==> config.mk <==
export PLATFORM = sky130hd
export DESIGN_NAME = jac_sequencer
export DESIGN_NICKNAME = d
export VERILOG_FILES = /design/src/rtl/jac_pkg.sv /design/src/rtl/jac_regfile.sv /design/src/rtl/jac_sequencer.sv
export SDC_FILE = /design/constraint.sdc
export NUM_CORES = 1
export LEC_CHECK = 0
export BUFFER_PORTS_ARGS = -buffer_cell sky130_fd_sc_hd__buf_2
export CAP_MARGIN = 20
export CORE_MARGIN = 2
export CORE_UTILIZATION = 30
export CTS_CLUSTER_SIZE = 40
export DETAILED_ROUTE_END_ITERATION = 8
export PLACE_DENSITY_LB_ADDON = 0.3
export REMOVE_ABC_BUFFERS = 1
export SYNTH_ARGS = -nofsm -noshare
export SYNTH_HDL_FRONTEND = slang
export SYNTH_SLANG_ARGS = --single-unit
export TNS_END_PERCENT = 50
==> constraint.sdc <==
create_clock -name clock -period 6.86 [get_ports clock]
set_clock_uncertainty 0.05 [all_clocks]
set_input_delay 0.343 -clock clock [delete_from_list [all_inputs] [get_ports clock]]
set_output_delay 0.343 -clock clock [all_outputs]
set_load 0.05 [all_outputs]
==> src/rtl/jac_pkg.sv <==
// Shared definitions for the Jac1-8 sequencer: opcode map (ALU_J encoding),
// FSM states and instruction field positions.
package jac_pkg;

  localparam logic [4:0] OP_NOP  = 5'b00000;
  localparam logic [4:0] OP_ADD  = 5'b00001;
  localparam logic [4:0] OP_SUB  = 5'b00010;
  localparam logic [4:0] OP_AND  = 5'b00011;
  localparam logic [4:0] OP_OR   = 5'b00100;
  localparam logic [4:0] OP_NOT  = 5'b00101;
  localparam logic [4:0] OP_XOR  = 5'b00110;
  localparam logic [4:0] OP_SHL  = 5'b00111;
  localparam logic [4:0] OP_SHR  = 5'b01000;
  localparam logic [4:0] OP_VAL  = 5'b01001;
  localparam logic [4:0] OP_GOTO = 5'b10000;
  localparam logic [4:0] OP_IFZ  = 5'b10001;
  localparam logic [4:0] OP_IFNZ = 5'b10010;
  localparam logic [4:0] OP_IFEQ = 5'b10011;
  localparam logic [4:0] OP_IFST = 5'b10100;
  localparam logic [4:0] OP_IFGT = 5'b10101;

  localparam int unsigned OPC_MSB   = 17;
  localparam int unsigned OPC_LSB   = 13;
  localparam int unsigned RD_MSB    = 12;
  localparam int unsigned RD_LSB    = 11;
  localparam int unsigned RS_MSB    = 10;
  localparam int unsigned RS_LSB    = 9;
  localparam int unsigned RSVD_BIT  = 8;
  localparam int unsigned PARAM_MSB = 7;
  localparam int unsigned PARAM_LSB = 0;

  typedef enum logic [1:0] {
    ST_IDLE  = 2'b00,
    ST_FETCH = 2'b01,
    ST_EXEC  = 2'b10,
    ST_HALT  = 2'b11
  } state_e;

  function automatic logic is_alu_op(input logic [4:0] op);
    return (op >= OP_ADD) && (op <= OP_SHR);
  endfunction

  // 11xxx covers the unimplemented load/store/IO group, which stops the core.
  function automatic logic is_halt_op(input logic [4:0] op);
    return op[4:3] == 2'b11;
  endfunction

endpackage

==> src/rtl/jac_regfile.sv <==
// Four-entry register file: two async read ports, one debug read port,
// one synchronous write port, async active-low clear.
module jac_regfile #(
  parameter int unsigned DataWidth = 8
) (
  input  logic                 clock,
  input  logic                 reset_n,
  input  logic [1:0]           i_ra_sel,
  input  logic [1:0]           i_rb_sel,
  input  logic [1:0]           i_dbg_sel,
  output logic [DataWidth-1:0] o_ra,
  output logic [DataWidth-1:0] o_rb,
  output logic [DataWidth-1:0] o_dbg,
  input  logic                 i_we,
  input  logic [1:0]           i_wsel,
  input  logic [DataWidth-1:0] i_wdata
);

  logic [DataWidth-1:0] r_regs [4];

  always_ff @(posedge clock or negedge reset_n) begin
    if (!reset_n) begin
      for (int unsigned i = 0; i < 4; i++) begin
        r_regs[i] <= '0;
      end
    end else if (i_we) begin
      r_regs[i_wsel] <= i_wdata;
    end
  end

  assign o_ra  = r_regs[i_ra_sel];
  assign o_rb  = r_regs[i_rb_sel];
  assign o_dbg = r_regs[i_dbg_sel];

endmodule

==> src/rtl/jac_sequencer.sv <==
// Jac1-8 instruction sequencer: fetches over a req/ack port, drives the
// external ALU_J in EXEC, writes back results/flags and executes flow opcodes.
module jac_sequencer
  import jac_pkg::*;
#(
  parameter int unsigned DataWidth  = 8,
  parameter int unsigned ParamBits  = 8,
  parameter int unsigned InstrWidth = 18
) (
  input  logic                  clock,
  input  logic                  reset_n,
  input  logic                  run,
  output logic                  imem_req,
  output logic [ParamBits-1:0]  imem_addr,
  input  logic                  imem_ack,
  input  logic [InstrWidth-1:0] imem_data,
  output logic [4:0]            alu_opcode,
  output logic [DataWidth-1:0]  alu_operand1,
  output logic [DataWidth-1:0]  alu_operand2,
  output logic [ParamBits-1:0]  alu_param,
  input  logic [DataWidth-1:0]  alu_result,
  input  logic [2:0]            alu_status,
  output logic                  flag_zero,
  output logic                  flag_carry,
  output logic                  halted,
  output logic                  instr_done,
  input  logic [1:0]            dbg_sel,
  output logic [DataWidth-1:0]  dbg_data
);

  state_e                r_state;
  state_e                w_state_nxt;
  logic [ParamBits-1:0]  r_pc;
  logic [InstrWidth-1:0] r_instr;
  logic                  r_flag_z;
  logic                  r_flag_c;

  logic [4:0]            w_opcode;
  logic [1:0]            w_rd;
  logic [1:0]            w_rs;
  logic [ParamBits-1:0]  w_param;
  logic [DataWidth-1:0]  w_op_a;
  logic [DataWidth-1:0]  w_op_b;
  logic                  w_exec;
  logic                  w_is_alu;
  logic                  w_is_val;
  logic                  w_is_halt;
  logic                  w_taken;
  logic                  w_we;
  logic [DataWidth-1:0]  w_wdata;
  logic                  w_unused;

  assign w_opcode  = r_instr[OPC_MSB:OPC_LSB];
  assign w_rd      = r_instr[RD_MSB:RD_LSB];
  assign w_rs      = r_instr[RS_MSB:RS_LSB];
  assign w_param   = r_instr[PARAM_MSB:PARAM_LSB];
  assign w_unused  = ^{alu_status[2:1], r_instr[RSVD_BIT]};

  assign w_exec    = (r_state == ST_EXEC);
  assign w_is_alu  = is_alu_op(w_opcode);
  assign w_is_val  = (w_opcode == OP_VAL);
  assign w_is_halt = is_halt_op(w_opcode);
  assign w_we      = w_exec && (w_is_alu || w_is_val);
  assign w_wdata   = w_is_val ? DataWidth'(w_param) : alu_result;

  jac_regfile #(
    .DataWidth (DataWidth)
  ) u_regfile (
    .clock     (clock),
    .reset_n   (reset_n),
    .i_ra_sel  (w_rd),
    .i_rb_sel  (w_rs),
    .i_dbg_sel (dbg_sel),
    .o_ra      (w_op_a),
    .o_rb      (w_op_b),
    .o_dbg     (dbg_data),
    .i_we      (w_we),
    .i_wsel    (w_rd),
    .i_wdata   (w_wdata)
  );

  always_comb begin
    w_taken = 1'b0;
    case (w_opcode)
      OP_GOTO: w_taken = 1'b1;
      OP_IFZ:  w_taken = r_flag_z;
      OP_IFNZ: w_taken = !r_flag_z;
      OP_IFEQ: w_taken = (w_op_a == w_op_b);
      OP_IFST: w_taken = (w_op_a <  w_op_b);
      OP_IFGT: w_taken = (w_op_a >  w_op_b);
      default: w_taken = 1'b0;
    endcase
  end

  always_comb begin
    w_state_nxt = r_state;
    case (r_state)
      ST_IDLE:  if (run) w_state_nxt = ST_FETCH;
      ST_FETCH: if (imem_ack) w_state_nxt = ST_EXEC;
      ST_EXEC: begin
        if (w_is_halt)  w_state_nxt = ST_HALT;
        else if (run)   w_state_nxt = ST_FETCH;
        else            w_state_nxt = ST_IDLE;
      end
      ST_HALT:  w_state_nxt = ST_HALT;
      default:  w_state_nxt = ST_IDLE;
    endcase
  end

  always_ff @(posedge clock or negedge reset_n) begin
    if (!reset_n) begin
      r_state  <= ST_IDLE;
      r_pc     <= '0;
      r_instr  <= '0;
      r_flag_z <= 1'b0;
      r_flag_c <= 1'b0;
    end else begin
      r_state <= w_state_nxt;
      if ((r_state == ST_FETCH) && imem_ack) begin
        r_instr <= imem_data;
      end
      if (w_exec && !w_is_halt) begin
        r_pc <= w_taken ? w_param : r_pc + 1'b1;
      end
      if (w_exec && w_is_alu) begin
        r_flag_c <= alu_status[0];
        r_flag_z <= (alu_result == '0);
      end
    end
  end

  assign imem_req     = (r_state == ST_FETCH);
  assign imem_addr    = r_pc;
  assign alu_opcode   = w_exec ? w_opcode : OP_NOP;
  assign alu_operand1 = w_op_a;
  assign alu_operand2 = w_op_b;
  assign alu_param    = w_param;
  assign flag_zero    = r_flag_z;
  assign flag_carry   = r_flag_c;
  assign halted       = (r_state == ST_HALT);
  assign instr_done   = w_exec;

endmodule

* Yosys cells after proc, flatten, opt, wreduce, memory -nomap -nowiden
Cells that the tools add are included.
Operators by class: equal/unequal tests 14, order comparisons 8, add/sub/neg operators 1, bitwise gates (word level) 3, muxes and demuxes 21, reduce and logical (&&, ||, !) cells 12
Operators with widths (number):
- 8-bit two-way mux | 9
- 8-bit binary-select mux with 2-bit select | 3
- 32-bit bitwise mux | 1
- 5-bit == test, second input constant | 6
- 8-bit demux with 2-bit select | 1
- 3-bit greater-or-equal comparator, second input constant | 3
- 2-bit inverter with 3-bit output | 3
- 8-bit by 1-bit adder with 8-bit output, second input constant | 1
- 8-bit == test | 1
- 8-bit > comparator | 1
- 8-bit logical NOT | 1
- 8-bit less-than comparator | 1
- 2-bit case mux with 4 select lines | 1
- 2-bit == test, second input constant | 3
- 1-bit logical AND | 6
- 2-bit two-way mux | 3
- 1-bit case mux with 6 select lines | 1
- 5-bit by 4-bit == test with 1-bit output, second input constant | 1
- 5-bit by 1-bit greater-or-equal comparator with 1-bit output, second input constant | 1
- 5-bit by 4-bit <= comparator with 1-bit output, second input constant | 1
- 5-bit two-way mux | 1
- 3-bit by 1-bit less-than comparator with 1-bit output, second input constant | 1
- 2-bit by 1-bit == test with 1-bit output, second input constant | 1
- 1-bit logical NOT | 2
- 6 further kinds | 6
Word-level totals: flip-flop bits (word level) 62, word-level logic and storage cells 68, output and inout port bits 50

* Depth between registers and ports, before layout
Gate-level depths: netlist of the first run.
depth in word-level cells 7, gate-level depth with buffers 12, gate-level depth less buffers 10

* Modules after synthesis
A second synthesis of the first run with hierarchy kept.
Second synthesis, totals: cell total of the unflattened synthesis 278, area total of the unflattened synthesis 3648.5 sq um
By module, submodules not included:
- jac_sequencer | area each 1869.3 sq um, cells each 180, instances 1, sequential area each 725.7 sq um
- jac_regfile | area each 1779.2 sq um, cells each 98, instances 1, sequential area each 800.8 sq um

* Worst setup path before layout of the first run
No wires, ideal clock.
kind reg2reg, start point register r_instr[9], end point register r_pc[5] (netlist: imem_addr[5]), required time 6.680 ns, setup time 0.130 ns, setup slack 3.586 ns, data arrival time 3.094 ns, clock period less this slack 3.274 ns, path buffers 1, stages on the path, launching flop included 12, cell sequence dfrtp_1 > clkbuf_1 > mux4_2 > inv_1 > ha_1 > nor2b_1 > o211ai_2 > a21oi_1 > o311a_1 > or3_1 > o32ai_1 > a21oi_1
On the way: cells in the longest elaborated chain, start to end 7, elaborated cells between the ends (all ways) 9, those cells by class order compare: 2; eq/ne: 1; mux: 5; bitwise: 1
RTL lines:
- start, declared | line jac_sequencer.sv:34 | logic [InstrWidth-1:0] r_instr;
- start signal, assigned | line jac_sequencer.sv:120 | r_instr <= imem_data;
- 2-bit inverter with 3-bit output (not written as such) (*) | line jac_regfile.sv:32 | assign o_rb = r_regs[i_rb_sel];
- 8-bit binary-select mux with 2-bit select (*) | line jac_regfile.sv:32
- 8-bit two-way mux (not written as such) (*) (2 in series) | line jac_regfile.sv:32
- net alu_operand2[1] | line jac_sequencer.sv:19 | output logic [DataWidth-1:0] alu_operand2,
- 8-bit > comparator (tied with other cells) | line jac_sequencer.sv:90 | OP_IFGT: w_taken = (w_op_a > w_op_b);
- 1-bit case mux with 6 select lines (*) | line jac_sequencer.sv:84 | case (w_opcode)
- 8-bit two-way mux (*) | line jac_sequencer.sv:123 | r_pc <= w_taken ? w_param : r_pc + 1'b1;
- end signal, assigned | line jac_sequencer.sv:123
- end, declared | line jac_sequencer.sv:33 | logic [ParamBits-1:0] r_pc;
The timed path passes the listed nets; every way through them passes the cells marked *. The select of a mux whose other input is x is not followed. A chain may end at the register's enable or synchronous reset.

* Worst setup path in the final report of the first run
start point register r_instr[11], end point register r_pc[3] (netlist: imem_addr[3])
On the way: cells in the longest elaborated chain, start to end 7, elaborated cells between the ends (all ways) 9, those cells by class order compare: 2; eq/ne: 1; mux: 5; bitwise: 1
RTL lines:
- 2-bit inverter with 3-bit output (not written as such) (*) | line jac_regfile.sv:31 | assign o_ra = r_regs[i_ra_sel];
- 8-bit binary-select mux with 2-bit select (*) | line jac_regfile.sv:31
- 8-bit two-way mux (not written as such) (*) (2 in series) | line jac_regfile.sv:31
- 8-bit > comparator (tied with other cells) | line jac_sequencer.sv:90
- 1-bit case mux with 6 select lines (*) | line jac_sequencer.sv:84
- 8-bit two-way mux (*) | line jac_sequencer.sv:123
Every way passes the cells marked *; elsewhere a longest branch is shown, timed or not. The select of a mux whose other input is x is not followed.

==> impl_metrics.tcl, run 1 <==
set metrics [dict create \
    outcome "completed" \
    clk_latency_ns 0.32 \
    worstHoldPathType "input pin to async pin" \
    synth_warnings 0 \
    area_delta_synth_final_pct 21.7 \
    fp.dieW_um 115 \
    drt-initial-drc-count 118 \
    final_max_slew_viol_count 0 \
    clock_path_buffers 2 \
    netlist_instances 336 \
    root_buffer "clkbuf_16" \
    antenna_found_initial 0 \
    cts_tree "done" \
    path_clk_slew_ns 0.05 \
    grt_pass1_vias 2853 \
    drive_gt1_share_pct 37.1 \
    first_pass_iters 4 \
    htree_levels 3 \
    postRouteAntennaNets 0 \
    period_share_pct 52.5 \
    end_kind "flip-flop" \
    clock.fmax_mhz 278 \
    synth_area_sq_mm 0.00366 \
    cp.required_ns 7.02 \
    portBuffers 81 \
    start_kind "flip-flop" \
    slew_headroom_pct 43.6 \
    r2r_slack_ns 3.26 \
    cts_buffers 9 \
    die_y_um 115 \
    crit_chain "mux4_2 > ha_1 > and4_1 > a41oi_1 > or3_1 > o21ai_4 > or3_2 > nor3b_1" \
    critPathKind "flip-flop to flip-flop" \
    rows 40 \
    setup_viol 0 \
    grt_pass1_wl_um 15600 \
    critPathArrivalTime_ns 3.76 \
    cts_setup_buffers 0 \
    postCtsHoldBufs 0 \
    die-area_sq_mm 0.0131 \
    grt-ovfl-total 0 \
    setup_tns_ns 0 \
    nets 449 \
    routed_wl_um 9890 \
    crit_path_top_delay_cell "dfrtp_1" \
    tightest_slew_ns 0.843 \
    syn_avg_cell_area_sq_um 10.9 \
    hpwl_um 7090 \
    viasPerCell 5.21 \
    grt_usage_pct 15.8 \
    ys_types 50 \
    numClockSinks 61 \
    fp.coreArea_sq_mm 0.0120 \
    gp_congestion 0.788 \
    antennaDiodeCount 0 \
    period_minus_slack_ns 3.60 \
    ios 85 \
    cp_max_fo 13 \
    mostFrequentLayoutCell "buf_2" \
    yosysSeqAreaShare_pct 41.7 \
    timing.hold.ws_ns 0.134 \
    maxCapViolCount 0 \
    cts_resized 0 \
    grt_setup_unrepaired "no" \
    cp_slowest_stage_delay_ns 0.82 \
    drc 0 \
    final-hold-violation-count 0 \
    layout_common_cells "buf_2, dfrtp_1, nand2_1, a21oi_1, nor2_1" \
    grt_max_degree 62 \
    synth_seq_cells 61 \
    final_util_pct 37.3 \
    num_vias 2900 \
    start_util_pct 30.6 \
    wl_per_cell_um 17.8 \
]
sequential cells by signal, summed over array words and instances, names as in the netlist:
register          count
flag_carry            1
u_regfile.r_regs     32
flag_zero             1
r_state               2
r_instr              17
imem_addr             8
path summary, 6_finish.rpt:
kind | start | to | cells after the start
max | r_instr[11] | imem_addr[3] | 8
min | reset_n | r_instr[15] | 2
max reg2reg | r_instr[11] | imem_addr[3] | 8
min in group clock | imem_data[15] | r_instr[15] | 2
max in group asynchronous | reset_n | u_regfile.r_regs[11] | 2
min reg2reg | flag_carry | flag_carry | 1
metrics by stage:
step / setup WS, ns / cell area (sq um) / std cells
after CTS: 3.23 / 4450 / 556
after global routing: 3.00 / 4460 / 557
after detailed placement: 3.25 / 4110 / 540
final: 3.26 / 4460 / 557
after floorplan: 3.50 / 3510 / 311
after global placement: 3.27 / 4110 / 540
critical path, delay by kind of cell (launching register included):
family                   cells  cell delay [ns]
flip-flops                   1             0.82
multiplexers                 1             0.63
AND/OR/NAND/NOR              4             1.21
adder cells (fa/ha/maj)      1             0.36
AO/OA/AOI/OAI                2             0.42
cells by family (layout without fill, tap and decap cells):
logic type / count (synthesis) / after routing / synth area share (%)
fa+ha+maj: 9 / 9 / 3.07
simple gates: 108 / 108 / 15.3
mux: 54 / 54 / 23.6
buf+inv: 36 / 110 / 5.29
flops: 61 / 61 / 41.7
compound gates: 68 / 68 / 11.1
final cells by class:
type	count	area [sq um]
inverters	11	41.3
fillers	1189	7500
well taps	147	184
clock buffers	12	246
clock inverters	4	95.1
repair buffers	83	420
flip-flops and latches	61	1530
multi-input cells	239	1940
cell usage after synthesis (all sizes together):
library cell	number	area, sq um
nor3b	4	40.0
or2b	1	8.76
nor3	2	15.0
and2	6	37.5
buf	18	125
or3	6	40.0
nand4	4	25.0
mux2i	12	120
a311oi	2	23.8
ha	9	113
a21oi	31	155
and4	2	17.5
and3	3	18.8
o311ai	1	8.76
inv	11	41.3
o32ai	1	8.76
o211a	1	10.0
a211oi	1	7.51
dfrtp	61	1530
o2bb2ai	1	8.76
mux4	24	541
o21ai	25	136
a21o	1	7.51
nor2	28	108
a41oi	1	8.76
nor2b	3	18.8
mux2	18	203
clkbuf	7	27.5
nand3	11	60.1
nand2	31	116
or2	1	6.26
nand2b	2	12.5
nor4	4	37.5
o211ai	2	20.0
o311a	1	10.0
routing by layer:
metal | track usage, % | part of all wire, %
met5 | 0 | 0
met4 | 4.39 | 0.38
met3 | 3.81 | 5.9
met2 | 24.6 | 47
met1 | 21.9 | 47
Power of run 1 is not shown: default switching activity piles up to over one toggle a cycle in this logic, so the estimate is an artifact.
==> inputs of run 2 (changes only) <==
Clock period 6.86 ns to 3.1 ns, I/O delays scaled along.
==> run 2 against run 1 <==
Compared with the run above: critical path depth is 2 higher; largest cell class unchanged; sequential share of layout area fell by 2.2 points; final cell count grew 6.3%; global-route usage rose by 0.86 points.
==> impl_metrics.tcl, run 2 (synthesized netlist as in run 1, its figures left out) <==
set metrics [dict create \
    outcome "completed" \
    num_vias 3038 \
    grt-ovfl-total 0 \
    first_pass_iters 4 \
    clk_latency_ns 0.33 \
    regArea_sq_mm 0.00153 \
    fp.coreArea_sq_mm 0.0120 \
    drc 0 \
    maxCapViolCount 0 \
    postRouteAntennaNets 0 \
    mostFrequentLayoutCell "buf_2" \
    final_max_slew_viol_count 0 \
    rows 40 \
    critPathKind "flip-flop to flip-flop" \
    cp_max_fo 5 \
    start_util_pct 30.6 \
    drt-initial-drc-count 116 \
    gp_congestion 0.791 \
    grt_max_degree 45 \
    worstHoldPathType "input pin to flip-flop" \
    layout_common_cells "buf_2, dfrtp_1, nand2_1, a21oi_1, nor2_1" \
    start_kind "flip-flop" \
    portBuffers 81 \
    timing.hold.ws_ns 0.00480 \
    cts_buffers 9 \
    period_share_pct 95.6 \
    final-hold-violation-count 0 \
    antennaDiodeCount 0 \
    area_delta_synth_final_pct 30.2 \
    multi_input_area_sq_mm 0.00197 \
    grt_pass1_wl_um 16500 \
    tightest_slew_ns 0.875 \
    critPathArrivalTime_ns 3.14 \
    cts_tree "done" \
    num-fill-cells 1162 \
    die-area_sq_mm 0.0131 \
    fp.dieW_um 115 \
    die_y_um 115 \
    grt_pass1_vias 3070 \
    maxUsedRoutingLayer "met4" \
    slew_headroom_pct 41.5 \
    root_buffer "clkbuf_16" \
    grt_usage_pct 16.6 \
    clock.fmax_mhz 338 \
    wl_met2_um 4890 \
    hpwl_um 7470 \
    path_clk_slew_ns 0.06 \
    routed_wl_um 10300 \
    cp.required_ns 3.27 \
    numClockSinks 61 \
    wl_met3_um 738 \
    ios 85 \
    antenna_found_initial 0 \
    setup_viol 0 \
    viasPerCell 5.13 \
    clock_path_buffers 2 \
    htree_levels 3 \
    end_kind "flip-flop" \
    nets 484 \
    largest-register "u_regfile.r_regs" \
    largest_reg_flops 32 \
    m1WireLength_um 4540 \
    cts_setup_buffers 0 \
    wl_per_cell_um 17.3 \
    period_minus_slack_ns 2.96 \
    drive_gt1_share_pct 40.7 \
]
## run 2: changes by cell type in the layout (fill, tap and decap cells not counted), sizes merged
cell         before  now
bufinv            3    2
buf              83  107
dlygate4sd3       0   11
clkinv            1    2
## run 2: metrics by stage
stage	instances	cell area (sq um)	setup slack (ns)	TNS [ns]	util [%]
floorplan	311	3510	-0.260	-0.950	-
finish	592	4770	0.137	0	39.9
CTS	592	4740	0.00627	0	39.7
global route	592	4770	-0.0143	-0.0251	39.9
global placement	565	4310	0.0853	0	36.0
detailed placement	565	4310	0.0420	0	36.0
## run 2: worst paths after layout
| kind | startpoint | end | slack [ns] | cells past startpoint |
|---|---|---|---|---|
| min in group asynchronous | reset_n | r_instr[15] | 0.24 | 2 |
| hold / removal | imem_data[17] | r_instr[17] | 0.005 | 2 |
| hold reg to reg | flag_carry | flag_carry | 0.45 | 1 |
| setup / recovery | r_instr[11] | imem_addr[3] | 0.14 | 10 |
| max in group asynchronous | reset_n | u_regfile.r_regs[25] | 1.80 | 3 |
| setup reg to reg | r_instr[11] | imem_addr[3] | 0.14 | 10 |
## run 2: timing repair
action | CTS | global route
endpoints found under the setup margin | 0 | 8
gates resized for setup | 0 | 5
hold buffers | 11 | 0
hold endpoints to repair | 27 | 0
## run 2: cell type report
| cell class | count | area share, % |
|---|---|---|
| tap | 147 | 3.86 |
| inverter | 11 | 0.866 |
| sequential | 61 | 32.0 |
| multi-input combinational | 239 | 41.2 |
| clock inverter | 4 | 1.47 |
| clock buffer | 12 | 5.38 |
| timing repair buffer | 118 | 15.2 |
## run 2: per-layer routing
layer | vias up | track usage (%)
met5 | - | 0
met4 | 0 | 3.90
met3 | 10 | 4.50
met2 | 85 | 26.7
met1 | 1499 | 22.5
li1 | 1444 | -
## run 2: critical path, stage by stage (launching register included)
cell      delay (ns)
dfrtp_1         0.35
buf_4           0.17
mux4_2          0.55
ha_1            0.36
a21oi_1         0.16
o21ai_1         0.13
o211ai_1        0.14
o311a_4         0.27
o21ai_4         0.09
or3_2           0.44
nor3b_1         0.14
Power of run 2 is left out for the same reason.
==> inputs of run 3 (changes only) <==
Settings changed: CORE_UTILIZATION 30 to 49, CTS_CLUSTER_SIZE 40 to 10.
==> run 3 against run 2 <==
Compared with the run above: via count up 1.6%; first-iteration DRC count up 18%; critical path depth up 2; non-clock buffer count up 2; final area down 0.18%; setup slack worse by 0.067 ns; worst hold slack better by 0.0021 ns.
==> impl_metrics.tcl, run 3 (synthesized netlist as in run 1, its figures left out) <==
set metrics [dict create \
    htree_levels 3 \
    gp_congestion 0.834 \
    start_util_pct 50.5 \
    maxCapViolCount 0 \
    critPathKind "flip-flop to flip-flop" \
    period_share_pct 97.7 \
    cts_tree "done" \
    wl_per_cell_um 17.6 \
    tightest_slew_ns 0.734 \
    path_clk_slew_ns 0.07 \
    fin_ws_ns 0.0700 \
    post-place-ws_ns 0.0501 \
    final_max_slew_viol_count 0 \
    nets 486 \
    largest_reg_flops 32 \
    grt_max_degree 36 \
    portBuffers 81 \
    grt-ovfl-total 0 \
    cp_max_fo 7 \
    end_kind "flip-flop" \
    largest-register "u_regfile.r_regs" \
    critPathArrivalTime_ns 3.22 \
    antenna_found_initial 0 \
    period_minus_slack_ns 3.03 \
    ios 85 \
    grt_pass1_wl_um 15300 \
    drc 0 \
    first_pass_iters 4 \
    area_delta_synth_final_pct 29.9 \
    grt_usage_pct 23.6 \
    antennaDiodeCount 0 \
    setup_viol 0 \
    worstHoldPathType "input pin to flip-flop" \
    clock.fmax_mhz 330 \
    layout_common_cells "buf_2, dfrtp_1, nand2_1, a21oi_1, nor2_1" \
    die_y_um 90.5 \
    mostFrequentLayoutCell "buf_2" \
    start_kind "flip-flop" \
    hpwl_um 6690 \
    cts_buffers 9 \
    postRouteAntennaNets 0 \
    numClockSinks 61 \
    clock_path_buffers 2 \
    routed_wl_um 9630 \
    viasPerCell 5.65 \
    outcome "completed" \
    clk_latency_ns 0.35 \
    drt-initial-drc-count 137 \
    fp.dieW_um 90.5 \
    drive_gt1_share_pct 41.6 \
    die-area_sq_mm 0.00818 \
    cp.required_ns 3.29 \
    final-hold-violation-count 0 \
    rows 31 \
    slew_headroom_pct 51.0 \
    root_buffer "clkbuf_8" \
    fp.coreArea_sq_mm 0.00725 \
    num_vias 3087 \
    grt_pass1_vias 3044 \
]
==> run 3: cell types whose count changed in the layout (fill, tap and decap cells not counted), moves of 2 or more <==
cell	previous run	this run
buf_4	25	16
clkbuf_16	9	0
clkbuf_8	2	11
dlygate4sd3_1	11	19
ha_1	9	3
ha_4	0	6
buf_12	1	4
a21oi_1	31	29
a21oi_2	0	2
inv_1	11	9
inv_2	0	2
==> run 3: area by class of cell <==
class / count / area [sq um]
Tap cell: 99 / 124
Fill cell: 562 / 2490
Multi-Input combinational cell: 239 / 2050
Inverter: 11 / 41.3
Timing Repair Buffer: 120 / 796
Clock inverter: 4 / 70.1
Sequential cell: 61 / 1530
Clock buffer: 12 / 155
==> run 3: what timing repair did <==
action,CTS,global route
hold buffers,19,0
hold endpoints to repair,44,0
buffers inserted,0,4
setup endpoints to repair,0,6
resized for setup,0,17
==> run 3: layer usage <==
| layer | global-route usage [%] | up-vias | wire (um) |
|---|---|---|---|
| met1 | 31.1 | 1522 | 4070 |
| met2 | 39.3 | 111 | 4810 |
| met5 | 0 | - | 0 |
| met3 | 3.67 | 13 | 594 |
| met4 | 9.36 | 0 | 157 |
| li1 | - | 1441 | - |
==> run 3: through the flow <==
stage                     std cells  hold WS [ns]  utilization [%]  setup TNS [ns]  instance area [sq um]
after global routing            546        0.0219             65.6         -0.0782                   4760
after floorplan                 311        -0.191                -          -0.950                   3510
after global placement          507         0.154             57.9               0                   4200
after CTS                       542       0.00788             63.6               0                   4610
final                           546       0.00695             65.6               0                   4760
after detailed placement        507         0.158             57.9               0                   4200
==> run 3: path summary, 6_finish.rpt <==
check | depth (start not counted) | startpoint | endpoint | slack (ns)
max | 12 | r_instr[9] | imem_addr[1] | 0.07
min | 2 | imem_data[11] | r_instr[11] | 0.007
max reg2reg | 12 | r_instr[9] | imem_addr[1] | 0.07
min reg2reg | 1 | flag_carry | flag_carry | 0.45
max in group asynchronous | 3 | reset_n | u_regfile.r_regs[16] | 1.79
min in group asynchronous | 2 | reset_n | u_regfile.r_regs[11] | 0.31
==> run 3: critical path, cell delays in order, from the launching register on <==
cell and delay [ns]:
dfrtp_1 0.40, buf_12 0.15, mux4_2 0.53, inv_2 0.09, ha_4 0.20, nor2b_1 0.13, o211ai_2 0.18, a21oi_2 0.07
o311a_1 0.40, o21ai_4 0.26, buf_12 0.16, mux2i_2 0.20, a21oi_1 0.09
Power of run 3 is left out for the same reason.
